[config.mk]
export PLATFORM = sky130hd
export DESIGN_NAME = multi_alarm_ctrl_flat
export DESIGN_NICKNAME = d
export VERILOG_FILES = /design/src/rtl/multi_alarm_if.sv /design/src/rtl/multi_alarm_ctrl.sv /design/src/flat_wrapper.sv
export SDC_FILE = /design/constraint.sdc
export NUM_CORES = 1
export LEC_CHECK = 0
export CORE_MARGIN = 2
export CORE_UTILIZATION = 55
export DETAILED_ROUTE_END_ITERATION = 12
export GPL_ROUTABILITY_DRIVEN = 0
export GPL_TIMING_DRIVEN = 0
export PLACE_DENSITY = 0.82
export SLEW_MARGIN = 20
export SYNTH_ARGS = -nofsm -noshare
export SYNTH_HDL_FRONTEND = slang
export SYNTH_SLANG_ARGS = --single-unit
export TNS_END_PERCENT = 1
[constraint.sdc]
create_clock -name clk -period 3 [get_ports clk]
set_clock_uncertainty 0.1 [all_clocks]
set_input_delay 0.75 -clock clk [delete_from_list [all_inputs] [get_ports clk]]
set_output_delay 0.75 -clock clk [all_outputs]
set_load 0.005 [all_outputs]
[src/rtl/multi_alarm_if.sv]
// multi_alarm_if: time, setting, control and indication bundle for the
// multi-slot alarm controller (master = mode FSM / settings, slave = ctrl).
interface multi_alarm_if #(
  parameter int NUM_ALARMS = 4,
  parameter int IDX_W      = 2,
  parameter int LED_W      = 9
);
  logic                  sec_tick;
  logic [3:0]            time_min0;
  logic [3:0]            time_min1;
  logic [3:0]            time_hour0;
  logic [3:0]            time_hour1;
  logic                  load_en;
  logic [IDX_W-1:0]      load_idx;
  logic [3:0]            load_min0;
  logic [3:0]            load_min1;
  logic [3:0]            load_hour0;
  logic [3:0]            load_hour1;
  logic [NUM_ALARMS-1:0] arm_en;
  logic                  snooze;
  logic                  dismiss;
  logic [IDX_W-1:0]      rd_idx;
  logic [3:0]            rd_min0;
  logic [3:0]            rd_min1;
  logic [3:0]            rd_hour0;
  logic [3:0]            rd_hour1;
  logic [NUM_ALARMS-1:0] pending;
  logic                  ringing;
  logic [IDX_W-1:0]      active_idx;
  logic [LED_W-1:0]      led;

  modport master (
    output sec_tick,
    output time_min0, time_min1,
    output time_hour0, time_hour1,
    output load_en, load_idx,
    output load_min0, load_min1,
    output load_hour0, load_hour1,
    output arm_en, snooze, dismiss,
    output rd_idx,
    input  rd_min0, rd_min1,
    input  rd_hour0, rd_hour1,
    input  pending, ringing,
    input  active_idx, led
  );

  modport slave (
    input  sec_tick,
    input  time_min0, time_min1,
    input  time_hour0, time_hour1,
    input  load_en, load_idx,
    input  load_min0, load_min1,
    input  load_hour0, load_hour1,
    input  arm_en, snooze, dismiss,
    input  rd_idx,
    output rd_min0, rd_min1,
    output rd_hour0, rd_hour1,
    output pending, ringing,
    output active_idx, led
  );
endinterface

[src/rtl/multi_alarm_ctrl.sv]
// multi_alarm_ctrl: NUM_ALARMS BCD hh:mm alarms sharing one ring/snooze FSM.
// Define MULTI_ALARM_SNOOZE_LIMIT_EN to cap snoozes at 3 per service.
module multi_alarm_ctrl #(
  parameter int NUM_ALARMS = 4,
  parameter int IDX_W      = 2,
  parameter int RING_SEC   = 60,
  parameter int SNOOZE_MIN = 5,
  parameter int LED_W      = 9
) (
  input logic          clk,
  input logic          rst_n,
  multi_alarm_if.slave bus
);

  localparam int SNZ_SEC = SNOOZE_MIN * 60;
  localparam int RC_W = $clog2(RING_SEC + 1);
  localparam int SC_W = (SNZ_SEC > 0) ? $clog2(SNZ_SEC + 1) : 1;
  localparam logic [RC_W-1:0] RING_LAST = RC_W'(RING_SEC - 1);
  localparam logic [RC_W-1:0] RC_ONE    = RC_W'(1);
  localparam logic [SC_W-1:0] SNZ_LOAD  = SC_W'(SNZ_SEC);
  localparam logic [SC_W-1:0] SC_ONE    = SC_W'(1);

  typedef enum logic [1:0] {
    S_IDLE,
    S_RING,
    S_SNOOZE
  } state_t;

  state_t                r_state;
  state_t                w_state_nxt;
  logic [15:0]           r_slot [NUM_ALARMS];
  logic [15:0]           r_prev;
  logic                  r_started;
  logic [NUM_ALARMS-1:0] r_pending;
  logic [NUM_ALARMS-1:0] r_arm_prev;
  logic [IDX_W-1:0]      r_active;
  logic [RC_W-1:0]       r_ring_cnt;
  logic [SC_W-1:0]       r_snz_cnt;
  logic                  r_phase;

  logic [15:0]           w_now;
  logic [15:0]           w_load_val;
  logic [15:0]           w_rd;
  logic                  w_edge;
  logic [NUM_ALARMS-1:0] w_match;
  logic [NUM_ALARMS-1:0] w_act_oh;
  logic [NUM_ALARMS-1:0] w_load_oh;
  logic [NUM_ALARMS-1:0] w_fall;
  logic [NUM_ALARMS-1:0] w_pend_set;
  logic [NUM_ALARMS-1:0] w_pend_clr;
  logic [IDX_W-1:0]      w_first;
  logic                  w_in_svc;
  logic                  w_load_act;
  logic                  w_fall_act;
  logic                  w_kill;
  logic                  w_timeout;
  logic                  w_snz_done;
  logic                  w_snz_ok;

  assign w_now = {bus.time_hour1, bus.time_hour0,
                  bus.time_min1, bus.time_min0};
  assign w_load_val = {bus.load_hour1, bus.load_hour0,
                       bus.load_min1, bus.load_min0};

  // Descending scan so the lowest pending slot wins.
  always_comb begin
    w_match   = '0;
    w_act_oh  = '0;
    w_load_oh = '0;
    w_first   = '0;
    for (int k = NUM_ALARMS - 1; k >= 0; k--) begin
      w_match[k]   = (r_slot[k] == w_now);
      w_act_oh[k]  = (r_active == IDX_W'(k));
      w_load_oh[k] = bus.load_en &&
                     (bus.load_idx == IDX_W'(k));
      if (r_pending[k]) w_first = IDX_W'(k);
    end
  end

  assign w_edge     = r_started && (r_prev != w_now);
  assign w_fall     = r_arm_prev & ~bus.arm_en;
  assign w_in_svc   = (r_state != S_IDLE);
  assign w_load_act = |(w_load_oh & w_act_oh);
  assign w_fall_act = |(w_fall & w_act_oh);
  assign w_kill     = w_in_svc &&
                      (bus.dismiss || w_load_act || w_fall_act);
  assign w_timeout  = (r_state == S_RING) && bus.sec_tick &&
                      (r_ring_cnt == RING_LAST);
  assign w_snz_done = (r_snz_cnt == '0) ||
                      (bus.sec_tick && (r_snz_cnt == SC_ONE));
  assign w_pend_set = w_edge ? (bus.arm_en & w_match) : '0;
  assign w_pend_clr = w_fall |
                      ((w_kill || w_timeout) ? w_act_oh : '0);

`ifdef MULTI_ALARM_SNOOZE_LIMIT_EN
  logic [1:0] r_snz_used;

  assign w_snz_ok = (r_snz_used != 2'd3);

  always_ff @(posedge clk or negedge rst_n) begin
    if (!rst_n) begin
      r_snz_used <= '0;
    end else if (w_state_nxt == S_IDLE) begin
      r_snz_used <= '0;
    end else if (r_state == S_RING &&
                 w_state_nxt == S_SNOOZE) begin
      r_snz_used <= r_snz_used + 2'd1;
    end
  end
`else
  assign w_snz_ok = 1'b1;
`endif

  always_ff @(posedge clk or negedge rst_n) begin
    if (!rst_n) r_state <= S_IDLE;
    else        r_state <= w_state_nxt;
  end

  always_comb begin
    w_state_nxt = r_state;
    unique case (r_state)
      S_IDLE: begin
        if (|r_pending) w_state_nxt = S_RING;
      end
      S_RING: begin
        if (w_kill || w_timeout)
          w_state_nxt = S_IDLE;
        else if (bus.snooze && w_snz_ok)
          w_state_nxt = S_SNOOZE;
      end
      S_SNOOZE: begin
        if (w_kill)          w_state_nxt = S_IDLE;
        else if (w_snz_done) w_state_nxt = S_RING;
      end
      default: w_state_nxt = S_IDLE;
    endcase
  end

  always_comb begin
    bus.ringing = 1'b0;
    bus.led     = '0;
    unique case (r_state)
      S_RING: begin
        bus.ringing = 1'b1;
        bus.led     = {LED_W{r_phase}};
      end
      S_SNOOZE: bus.led[LED_W-1] = 1'b1;
      default: ;
    endcase
  end

  always_ff @(posedge clk or negedge rst_n) begin
    if (!rst_n) begin
      r_prev     <= '0;
      r_started  <= 1'b0;
      r_pending  <= '0;
      r_arm_prev <= '0;
      r_active   <= '0;
      r_ring_cnt <= '0;
      r_snz_cnt  <= '0;
      r_phase    <= 1'b0;
    end else begin
      r_prev     <= w_now;
      r_started  <= 1'b1;
      r_arm_prev <= bus.arm_en;
      r_pending  <= (r_pending & ~w_pend_clr) | w_pend_set;
      if (r_state == S_IDLE && w_state_nxt == S_RING)
        r_active <= w_first;
      if (r_state != S_RING && w_state_nxt == S_RING) begin
        r_ring_cnt <= '0;
        r_phase    <= 1'b1;
      end else if (r_state == S_RING && bus.sec_tick) begin
        r_ring_cnt <= r_ring_cnt + RC_ONE;
        r_phase    <= ~r_phase;
      end
      if (r_state == S_RING && w_state_nxt == S_SNOOZE)
        r_snz_cnt <= SNZ_LOAD;
      else if (r_state == S_SNOOZE && bus.sec_tick &&
               r_snz_cnt != '0)
        r_snz_cnt <= r_snz_cnt - SC_ONE;
    end
  end

  always_ff @(posedge clk or negedge rst_n) begin
    if (!rst_n) begin
      for (int k = 0; k < NUM_ALARMS; k++)
        r_slot[k] <= '0;
    end else begin
      for (int k = 0; k < NUM_ALARMS; k++)
        if (w_load_oh[k]) r_slot[k] <= w_load_val;
    end
  end

  always_comb begin
    w_rd = '0;
    for (int k = 0; k < NUM_ALARMS; k++)
      if (bus.rd_idx == IDX_W'(k)) w_rd = r_slot[k];
  end

  assign {bus.rd_hour1, bus.rd_hour0,
          bus.rd_min1, bus.rd_min0} = w_rd;
  assign bus.pending    = r_pending;
  assign bus.active_idx = r_active;

endmodule

[src/flat_wrapper.sv]
// flat-port wrapper written by rule: the top's interface ports become plain ports
module multi_alarm_ctrl_flat 
#(
  parameter int NUM_ALARMS = 4,
  parameter int IDX_W      = 2,
  parameter int RING_SEC   = 60,
  parameter int SNOOZE_MIN = 5,
  parameter int LED_W      = 9
)
  (clk, rst_n, bus_sec_tick, bus_time_min0, bus_time_min1, bus_time_hour0, bus_time_hour1, bus_load_en, bus_load_idx, bus_load_min0, bus_load_min1, bus_load_hour0, bus_load_hour1, bus_arm_en, bus_snooze, bus_dismiss, bus_rd_idx, bus_rd_min0, bus_rd_min1, bus_rd_hour0, bus_rd_hour1, bus_pending, bus_ringing, bus_active_idx, bus_led);
  multi_alarm_if #(.NUM_ALARMS(NUM_ALARMS), .IDX_W(IDX_W), .LED_W(LED_W)) bus_i ();
  input logic clk;
  input logic rst_n;
  input wire logic [$bits(bus_i.sec_tick)-1:0] bus_sec_tick;
  input wire logic [$bits(bus_i.time_min0)-1:0] bus_time_min0;
  input wire logic [$bits(bus_i.time_min1)-1:0] bus_time_min1;
  input wire logic [$bits(bus_i.time_hour0)-1:0] bus_time_hour0;
  input wire logic [$bits(bus_i.time_hour1)-1:0] bus_time_hour1;
  input wire logic [$bits(bus_i.load_en)-1:0] bus_load_en;
  input wire logic [$bits(bus_i.load_idx)-1:0] bus_load_idx;
  input wire logic [$bits(bus_i.load_min0)-1:0] bus_load_min0;
  input wire logic [$bits(bus_i.load_min1)-1:0] bus_load_min1;
  input wire logic [$bits(bus_i.load_hour0)-1:0] bus_load_hour0;
  input wire logic [$bits(bus_i.load_hour1)-1:0] bus_load_hour1;
  input wire logic [$bits(bus_i.arm_en)-1:0] bus_arm_en;
  input wire logic [$bits(bus_i.snooze)-1:0] bus_snooze;
  input wire logic [$bits(bus_i.dismiss)-1:0] bus_dismiss;
  input wire logic [$bits(bus_i.rd_idx)-1:0] bus_rd_idx;
  output wire logic [$bits(bus_i.rd_min0)-1:0] bus_rd_min0;
  output wire logic [$bits(bus_i.rd_min1)-1:0] bus_rd_min1;
  output wire logic [$bits(bus_i.rd_hour0)-1:0] bus_rd_hour0;
  output wire logic [$bits(bus_i.rd_hour1)-1:0] bus_rd_hour1;
  output wire logic [$bits(bus_i.pending)-1:0] bus_pending;
  output wire logic [$bits(bus_i.ringing)-1:0] bus_ringing;
  output wire logic [$bits(bus_i.active_idx)-1:0] bus_active_idx;
  output wire logic [$bits(bus_i.led)-1:0] bus_led;
  assign bus_i.sec_tick = bus_sec_tick;
  assign bus_i.time_min0 = bus_time_min0;
  assign bus_i.time_min1 = bus_time_min1;
  assign bus_i.time_hour0 = bus_time_hour0;
  assign bus_i.time_hour1 = bus_time_hour1;
  assign bus_i.load_en = bus_load_en;
  assign bus_i.load_idx = bus_load_idx;
  assign bus_i.load_min0 = bus_load_min0;
  assign bus_i.load_min1 = bus_load_min1;
  assign bus_i.load_hour0 = bus_load_hour0;
  assign bus_i.load_hour1 = bus_load_hour1;
  assign bus_i.arm_en = bus_arm_en;
  assign bus_i.snooze = bus_snooze;
  assign bus_i.dismiss = bus_dismiss;
  assign bus_i.rd_idx = bus_rd_idx;
  assign bus_rd_min0 = bus_i.rd_min0;
  assign bus_rd_min1 = bus_i.rd_min1;
  assign bus_rd_hour0 = bus_i.rd_hour0;
  assign bus_rd_hour1 = bus_i.rd_hour1;
  assign bus_pending = bus_i.pending;
  assign bus_ringing = bus_i.ringing;
  assign bus_active_idx = bus_i.active_idx;
  assign bus_led = bus_i.led;
  multi_alarm_ctrl #(.NUM_ALARMS(NUM_ALARMS), .IDX_W(IDX_W), .RING_SEC(RING_SEC), .SNOOZE_MIN(SNOOZE_MIN), .LED_W(LED_W)) u_core (.clk(clk), .rst_n(rst_n), .bus(bus_i));
endmodule
==> implementation parameters <==
Parameter                              Value

Finish
  Most common cell after layout, fill and taps aside    sky130_fd_sc_hd__dfrtp_1
  Commonest cells after routing, fill and taps aside    108 x sky130_fd_sc_hd__dfrtp_1, 72 x sky130_fd_sc_hd__clkdlybuf4s50_1, 67 x sky130_fd_sc_hd__xor2_1
  Non-Filler Cell Area, Final    0.006990 mm^2
  Antenna cell count    0
  Layout Area Growth over Synthesis    21.04%
  Post-route insts no fill    691
  Share of layout cells above drive strength 1    23.78%
  Total Nets Final    606

Pwr
  Net load switching power    0.001380 W
  Power Density    619.9 mW/mm^2
  Portion of total power attributed to combinational logic    30.2%
  Leakage power    2.897 nW
  Worst ir drop on vdd    0.0003647 V
  Power Internal    0.002953 W
  Switching share of power    31.85%
  Sequential fraction of design power    46.6%
  Share of total power in the clock network    23.2%

STA
  Remaining max-slew budget at the tightest pin    46.36%
  RSZ-0062 raised after global routing    no
  Achievable Freq    339.4 MHz
  Period utilisation layout    98.20%
  Transition at the pin with the smallest max-transition slack    0.8047 ns
  Final-layout setup total negative slack    0 ns
  Max-slew violation count    0
  Post-layout minimum cycle time    2.946 ns
  Final hold viol count    0
  Final setup fails    0

Status
  Status    completed

Setup path
  Worst-path fanout max    10
  Worst-case reg-to-reg path depth    8
  Signal arrival time at the worst endpoint    2.10 ns
  Maximum cell stage delay along the critical path    0.47 ns
  Ordered cell list for the critical path    clkbuf_2 -> clkbuf_4 -> mux4_2 -> clkdlybuf4s50_1
  Critical path data required time    2.15 ns
  Launching element type of the critical path    input port
  Crit Path Category    in2out
  CP max stage cell    sky130_fd_sc_hd__clkdlybuf4s50_1
  Kind of capture point of the worst setup path    output port

Clock tree
  Buffer type at the clock tree root    sky130_fd_sc_hd__clkbuf_8
  Max clock buf depth    2
  Clk Latency, worst-skew pair    0.38 ns
  TritonCTS clock tree    yes
  H-tree lvl count    3
  Clock-pin slew of the registers on the worst-case setup and hold paths    0.10 ns
  Sinks on Clock Net    109
  Hold buffer count at cts    0
  Number of buffers added by the clock tree synthesis step    9

Logic synthesis
  Cell count after synthesis    467
  Number of enable-type register cells in the synthesized netlist    0
  Synth top area share    47.23%
  Synth warnings    0
  Async SR Flop Fraction    100.0%
  Ys flop type    sky130_fd_sc_hd__dfrtp_1
  Top cell type by total area after synthesis    sky130_fd_sc_hd__dfrtp_1
  Flip-flop and latch count after synthesis    109
  Cell types with the largest area share after synthesis    sky130_fd_sc_hd__dfrtp_1 47%, sky130_fd_sc_hd__mux2_2 12%, sky130_fd_sc_hd__xor2_1 10%
  Cell area after technology mapping    0.005776 mm^2
  Net count after synthesis    521
  Number of distinct standard cells referenced by the synthesized netlist    52
  Sequential cell area fraction in the yosys report    47.23%
  Synthesized area per cell    12.37 um^2

Route
  Remaining antenna violation count after routing    0
  Routed vias    3,962
  Wire length after detailed routing    13.41 mm
  Average wire length per cell after detail routing    19.41 um
  Number of DRC violations after detailed routing    0
  Via density    5.734
  First DRT Iteration DRCs    183
  Number of iterations in the first detailed-routing pass    4

Global routing
  Number of global-route vias before repair    4,151
  Global-route total usage across every layer    25.05%
  Global route overflow    0
  Pin count of the biggest net entering global routing    74
  Number of antenna violations at the first check in global routing    0
  Wire length of the first global-routing pass    21.43 mm

Die
  Count of standard-cell rows    37
  I/O pin count    78
  Area enclosed by the die boundary    0.01134 mm^2
  Starting density of the core    56.20%
  Die Y-Extent    106.5 um
  Core Box Area    0.01028 mm^2
  Width of the die    106.5 um

Place
  Number of cells in the design after placement    677
  Hpwl dp    9.732 mm
  DP Area    0.006710 mm^2
  Port bufs    73

Hold path
  Worst min-delay path class    in2async

Flow run
  Max cap viols    0
area by class of cell:
class | instances | area [um^2]
flip-flops and latches | 109 | 2729
clock inverters | 4 | 80.08
inverters | 8 | 30.03
multi-input cells | 316 | 2895
well taps | 136 | 170.2
clock buffers | 10 | 137.6
fillers | 797 | 3287
repair buffers | 74 | 759.5
plain buffers | 34 | 188.9
critical path: cells and delay by family:
kind,cells,cell delay [ns]
buffers and inverters,3,0.99
multiplexers,1,0.35
power by group through the flow:
stage | Combinational (W) | Clock, W | Sequential [W]
after global placement | 0.00125 | 0 | 0.00202
after CTS | 0.00131 | 0.00103 | 0.00201
after global routing | 0.00143 | 0.00108 | 0.00205
final | 0.00131 | 0.00101 | 0.00202
after detailed placement | 0.00128 | 0 | 0.00203
after floorplan | 0.000854 | 0 | 0.00196
layer usage:
layer / vias to the layer above / routed length (um) / global-route usage [%]
met5: - / 0 / 0
met4: 0 / 365 / 10.39
met3: 36 / 791 / 5.886
met2: 139 / 6811 / 41.85
met1: 1986 / 5445 / 31.44
li1: 1801 / - / -
metrics by stage:
step,utilization (%),setup WS [ns],hold slack [ns],total power [W]
6_report,68.02,0.05392,0.1530,0.004333
5_1_grt,68.02,0.01548,0.1615,0.004556
4_1_cts,67.84,0.01105,0.1589,0.004351
3_5_place_dp,65.29,-0.6044,0.4089,0.003318
3_3_place_gp,64.96,-3.000,0.3985,0.003261
2_1_floorplan,-,0.1482,0.3544,0.002818
final timing paths:
check                                  start                  endpoint  slack, ns
setup / recovery               bus_rd_idx[1]           bus_rd_hour1[1]       0.05
hold / removal                         rst_n       u_core.r_snz_cnt[5]       0.15
setup reg to reg           u_core.r_state[1]  u_core.bus.active_idx[1]       0.34
hold reg to reg               u_core.r_phase            u_core.r_phase       0.44
max in group asynchronous              rst_n          u_core.r_slot[9]       1.98
min in group clk              u_core.r_phase            u_core.r_phase       0.44
registers in the layout, indices dropped and copies added (netlist names):
signal,flops
u_core.r_slot,64
u_core.r_prev,16
u_core.r_snz_cnt,9
u_core.r_ring_cnt,6
u_core.bus.pending,4
u_core.r_arm_prev,4
u_core.bus.active_idx,2
u_core.r_state,2
u_core.r_phase,1
u_core.r_started,1
logic make-up (layout without fill, tap and decap cells):
logic type / after synthesis / count (layout) / synth area share (%)
fa+ha+maj: 8 / 8 / 1.733
mux: 82 / 82 / 19.11
compound gates: 27 / 27 / 3.792
simple gates: 105 / 105 / 10.70
buf+inv: 42 / 130 / 3.271
flops: 109 / 109 / 47.23
xor+xnor: 93 / 93 / 14.10
other cells: 1 / 1 / 0.06493
cells in the mapped netlist, drive strengths merged, types with 11 or more instances:
cell,instances
nor2,20
buf,11
nand2,15
clkbuf,23
dfrtp,109
xnor2,26
nor3,14
nor4,16
mux2,66
xor2,67
mux4,16
timing repair:
action,CTS,global route
cloned,0,0
setup buffers,0,0
endpoints found under the setup margin,25,14
gates resized for setup,13,4
(Power assumes the default switching activity.)
